### src/rtl/branch_target_buffer_table.sv
// Direct-mapped branch target buffer: per-entry valid/tag/target/saturating counter,
// registered one-cycle lookup, execute-stage update port with allocate-on-taken, and flush.

module btb_entry #(
    parameter int XLEN  = 32,
    parameter int TAG_W = 26,
    parameter int CTR_W = 2
) (
    input  logic             clk,
    input  logic             rst_n,
    input  logic             flush,
    input  logic             upd_sel,
    input  logic             upd_taken,
    input  logic [TAG_W-1:0] upd_tag,
    input  logic [XLEN-1:0]  upd_target,
    output logic             valid,
    output logic [TAG_W-1:0] tag,
    output logic [XLEN-1:0]  target,
    output logic             ctr_msb
);
    localparam logic [CTR_W-1:0] CTR_WNT = CTR_W'((1 << (CTR_W - 1)) - 1);
    localparam logic [CTR_W-1:0] CTR_WT  = CTR_W'(1 << (CTR_W - 1));
    localparam logic [CTR_W-1:0] CTR_MAX = '1;

    logic [CTR_W-1:0] ctr;
    logic             tag_hit;

    assign tag_hit = valid && (tag == upd_tag);
    assign ctr_msb = ctr[CTR_W-1];

    always_ff @(posedge clk or negedge rst_n) begin
        if (!rst_n) begin
            valid  <= 1'b0;
            tag    <= '0;
            target <= '0;
            ctr    <= CTR_WNT;
        end else if (flush) begin
            // flush wins over a same-cycle update; only valid bits are cleared
            valid <= 1'b0;
        end else if (upd_sel) begin
            if (tag_hit) begin
                if (upd_taken) begin
                    target <= upd_target;
                    if (ctr != CTR_MAX) ctr <= ctr + CTR_W'(1);
                end else if (ctr != '0) begin
                    ctr <= ctr - CTR_W'(1);
                end
            end else if (upd_taken) begin
                valid  <= 1'b1;
                tag    <= upd_tag;
                target <= upd_target;
                ctr    <= CTR_WT;
            end
        end
    end
endmodule

module branch_target_buffer_table #(
    parameter int XLEN    = 32,
    parameter int ENTRIES = 16,
    parameter int CTR_W   = 2
) (
    input  logic            btb_clk,
    input  logic            btb_rst_n,
    input  logic            btb_flush,
    input  logic            btb_lookup_valid,
    input  logic [XLEN-1:0] btb_lookup_pc,
    output logic            btb_pred_valid,
    output logic            btb_pred_hit,
    output logic            btb_pred_taken,
    output logic [XLEN-1:0] btb_pred_target,
    input  logic            btb_upd_valid,
    input  logic [XLEN-1:0] btb_upd_pc,
    input  logic            btb_upd_taken,
    input  logic [XLEN-1:0] btb_upd_target
);
    localparam int IDX_W = $clog2(ENTRIES);
    localparam int TAG_W = XLEN - IDX_W - 2;

    logic [ENTRIES-1:0]             ent_valid;
    logic [ENTRIES-1:0][TAG_W-1:0]  ent_tag;
    logic [ENTRIES-1:0][XLEN-1:0]   ent_target;
    logic [ENTRIES-1:0]             ent_msb;

    logic [IDX_W-1:0] upd_idx, rd_idx;
    logic [TAG_W-1:0] upd_tag, rd_tag;
    logic             rd_hit;
    logic             unused_pc_lsbs;

    assign upd_idx = btb_upd_pc[IDX_W+1:2];
    assign upd_tag = btb_upd_pc[XLEN-1:IDX_W+2];
    assign rd_idx  = btb_lookup_pc[IDX_W+1:2];
    assign rd_tag  = btb_lookup_pc[XLEN-1:IDX_W+2];
    assign unused_pc_lsbs = ^{btb_lookup_pc[1:0], btb_upd_pc[1:0]};

    for (genvar g = 0; g < ENTRIES; g++) begin : g_entry
        btb_entry #(.XLEN(XLEN), .TAG_W(TAG_W), .CTR_W(CTR_W)) u_entry (
            .clk        (btb_clk),
            .rst_n      (btb_rst_n),
            .flush      (btb_flush),
            .upd_sel    (btb_upd_valid && (upd_idx == IDX_W'(g))),
            .upd_taken  (btb_upd_taken),
            .upd_tag    (upd_tag),
            .upd_target (btb_upd_target),
            .valid      (ent_valid[g]),
            .tag        (ent_tag[g]),
            .target     (ent_target[g]),
            .ctr_msb    (ent_msb[g])
        );
    end

    // Read sees pre-edge array contents, so same-cycle updates are not forwarded.
    assign rd_hit = btb_lookup_valid && ent_valid[rd_idx] && (ent_tag[rd_idx] == rd_tag);

    always_ff @(posedge btb_clk or negedge btb_rst_n) begin
        if (!btb_rst_n) begin
            btb_pred_valid  <= 1'b0;
            btb_pred_hit    <= 1'b0;
            btb_pred_taken  <= 1'b0;
            btb_pred_target <= '0;
        end else begin
            btb_pred_valid  <= btb_lookup_valid;
            btb_pred_hit    <= rd_hit;
            btb_pred_taken  <= rd_hit && ent_msb[rd_idx];
            btb_pred_target <= rd_hit ? ent_target[rd_idx] : '0;
        end
    end
endmodule

### config.mk
export PLATFORM = sky130hd
export DESIGN_NAME = branch_target_buffer_table
export DESIGN_NICKNAME = d
export VERILOG_FILES = /design/src/rtl/branch_target_buffer_table.sv
export SDC_FILE = /design/constraint.sdc
export NUM_CORES = 2
export LEC_CHECK = 0
export ABC_CLOCK_PERIOD_IN_PS = 6300
export CAP_MARGIN = 20
export CORE_ASPECT_RATIO = 1.5
export CORE_MARGIN = 2
export CORE_UTILIZATION = 45
export DETAILED_ROUTE_END_ITERATION = 8
export GPL_TIMING_DRIVEN = 1
export PLACE_DENSITY_LB_ADDON = 0.05
export SLEW_MARGIN = 20
export SYNTH_ARGS = -nofsm -noshare
export SYNTH_HDL_FRONTEND = slang
export SYNTH_SLANG_ARGS = --single-unit
### constraint.sdc
create_clock -name btb_clk -period 6.3 [get_ports btb_clk]
set_clock_uncertainty 0.2 [all_clocks]
set_input_delay 0.63 -clock btb_clk [delete_from_list [all_inputs] [get_ports btb_clk]]
set_output_delay 0.63 -clock btb_clk [all_outputs]
set_load 0.01 [all_outputs]
==> metrics.txt <==
status complete, no violations; max_slew headroom 17.3%; Worst Setup Path Type input pin to flip-flop; pwr/cell area 297 mW/mm^2; Mean Syn Cell Area 13.9 sq um; CTS tree done; DRT Wirelength 165 mm; commonest non-fill, non-tap cell in the layout dfrtp_1; Top FF cell, synth dfrtp_1; DRC 0; crit-path max FO 27; Ports 137; R2R Setup Slk roughly 2.3 ns; maxcap violations 0; Post-synth EDFFs 0; register bit count reported by yosys 1011; register area share after synthesis 49.4%; Final HPWL DP 109 mm; Inserted Clock Buffers 104; Final Max Tran Viols 0; Arrival @ worst endpoint between 4 and 5 ns; fin crit share a little over two thirds; Final ANT Viol Nets 0; fillers 9663; Final min period 4.39 ns; final count of hold timing violations 0; commonest non-fill, non-tap cells in the layout 995 x dfrtp_1, 921 x mux2_2, 274 x xnor2_1; leakage 25.3 nW; drt first pass iters 5; Async SR Flop Fraction between 90% and 100%; synthesis warning total 0; layout cells sized above 1 40.2%; Setup WS post-layout 1.91 ns; net count after synthesis between 3000 and 4000; number of distinct library cells after synthesis 68; Worst-Skew Late Latency 0.71 ns; row cnt 151; Worst-path clk slew 0.06 ns; vias in the first global route 34400; largest net degree at the start of global routing 157; # setup viols final 0; worst reg2reg path endpoint g_entry[10].u_entry.tag[4]; Root Buffer clkbuf_16; Routability Congestion 0.954; endpoint type of the worst setup path flip-flop; RSZ-0062 raised after global routing false; Layout Area Growth over Synthesis 12.1%; RR Startpoint g_entry[10].u_entry.tag[1]; crit path launch btb_upd_pc[19]; Vias/cell between 6 and 7; Nets 3822; VDD IR max 0.000215 V; htree depth 3; CP endpoint g_entry[10].u_entry.tag[4]; Achievable Freq about 0.23 GHz; clk sink count 1011; die area 0.117 sq mm; TNS Setup 0 ns; post-synthesis instance total 3694; initial antenna violation count 7; Place WS 1.26 ns; Port Buffer Count 132; Final Power 17.1 mW; Routed WL per cell between 30 and 40 microns; first-pass GRT wire length roughly 240 mm; Initial Util 45.4%; Tightest Pin Transition 1.23 ns; R2R depth 7; initial drt markers 2132; worst path required time 6.69 ns; Critical Path Source Type input pin; CTS Buffer Depth 3; CORE AREA 0.113 sq mm; Hold Path Class input pin to flip-flop; Die Ht 417 microns; DR vias 31900; die width 280 microns; Total GRT Usage 28.7%; mapped cell area 0.0513 sq mm; Post-CTS Setup Inserts 0; grt total ovfl 0
[registers in the layout (all words and copies together), names as in the netlist]
signal                  cells
btb_pred_hit                1
btb_pred_taken              1
btb_pred_target            32
btb_pred_valid              1
g_entry.u_entry.ctr        32
g_entry.u_entry.tag       416
g_entry.u_entry.target    512
g_entry.u_entry.valid      16
[area by class of cell]
cell class                 count  area (sq um)  area share [%]
inverter                      16          62.6           0.109
antenna                        2          5.00         0.00871
timing repair buffer         248          2270            3.94
clock buffer                 147          3010            5.24
clock inverter                43           499           0.869
sequential                  1011         25300            44.1
tap                         1453          1820            3.16
multi-input combinational   2339         24500            42.6
[synth_stat cells, types with 20 or more instances]
cell,n,area share (%)
nor4b_2,30,0.88
dfrtp_1,995,49
nand2_1,148,1.1
nor2_1,46,0.34
xor2_1,177,3.0
nor2b_1,20,0.24
nand4_1,83,1.0
mux2i_1,88,1.7
o21ai_0,57,0.56
xnor2_1,274,4.7
nor4_1,47,0.57
mux2_2,921,20
mux4_2,227,10
o22ai_1,26,0.32
buf_2,93,0.91
nor3_1,34,0.33
clkbuf_1,187,1.4
[through the flow]
step                std cells  hold slack (ns)  instance area (sq um)  util [%]
finish                   5259            0.119                  57500      50.9
global route             5257            0.122                  57500      50.9
CTS                      5257           0.0808                  57500      50.9
detailed placement       5066            0.260                  53900      47.8
global placement         5065            0.260                  53900      47.7
floorplan                3694            0.134                  51300         -
[repair_timing]
item / 4_1_cts / 5_1_grt
endpoints found under the hold margin: 81 / 0
gates resized for setup: 0 / 0
hold buffers: 1 / 0
[per-layer routing]
layer  routed length, microns  track usage, %
met1                    64200            35.4
met2                    83500            49.4
met3                     8100            3.67
met4                     9140            14.6
met5                       41               0
[worst min path at each step]
stage / depth (start not counted) / end / startpoint
2_1_floorplan: 0 / btb_pred_hit / btb_rst_n
5_1_grt: 2 / g_entry[12].u_entry.tag[17] / btb_upd_pc[23]
3_3_place_gp: 2 / g_entry[4].u_entry.target[1] / g_entry[4].u_entry.target[1]
6_report: 2 / g_entry[12].u_entry.tag[17] / btb_upd_pc[23]
3_5_place_dp: 2 / g_entry[4].u_entry.target[15] / g_entry[4].u_entry.target[15]
4_1_cts: 2 / g_entry[10].u_entry.tag[17] / btb_upd_pc[23]
[where the power goes]
group,internal [mW],switching [mW]
logic,1.45,1.36
registers,7.29,0.578
clock network,3.73,2.68
total,12.5,4.62
[critical path, stage by stage]
cell and delay [ns]:
clkdlybuf4s50_1 0.82, xnor2_1 0.47, nand4_1 0.26, nor4_1 1.08
nand4_1 0.49, and2_1 0.32, buf_4 0.30, mux2_2 0.35
[kinds of logic (layout without fill, tap and decap cells)]
group                  Yosys count  after routing  synth area share, %
buffers and inverters          344            454                 3.16
XOR/XNOR                       451            451                 7.70
AND/OR/NAND/NOR                465            465                 5.26
multiplexers                  1242           1242                 32.1
AO/OA/AOI/OAI                  181            181                 2.44
other                            0              2                    0
flip-flops                    1011           1011                 49.4
Note: power is estimated with default switching activity, not from simulation.
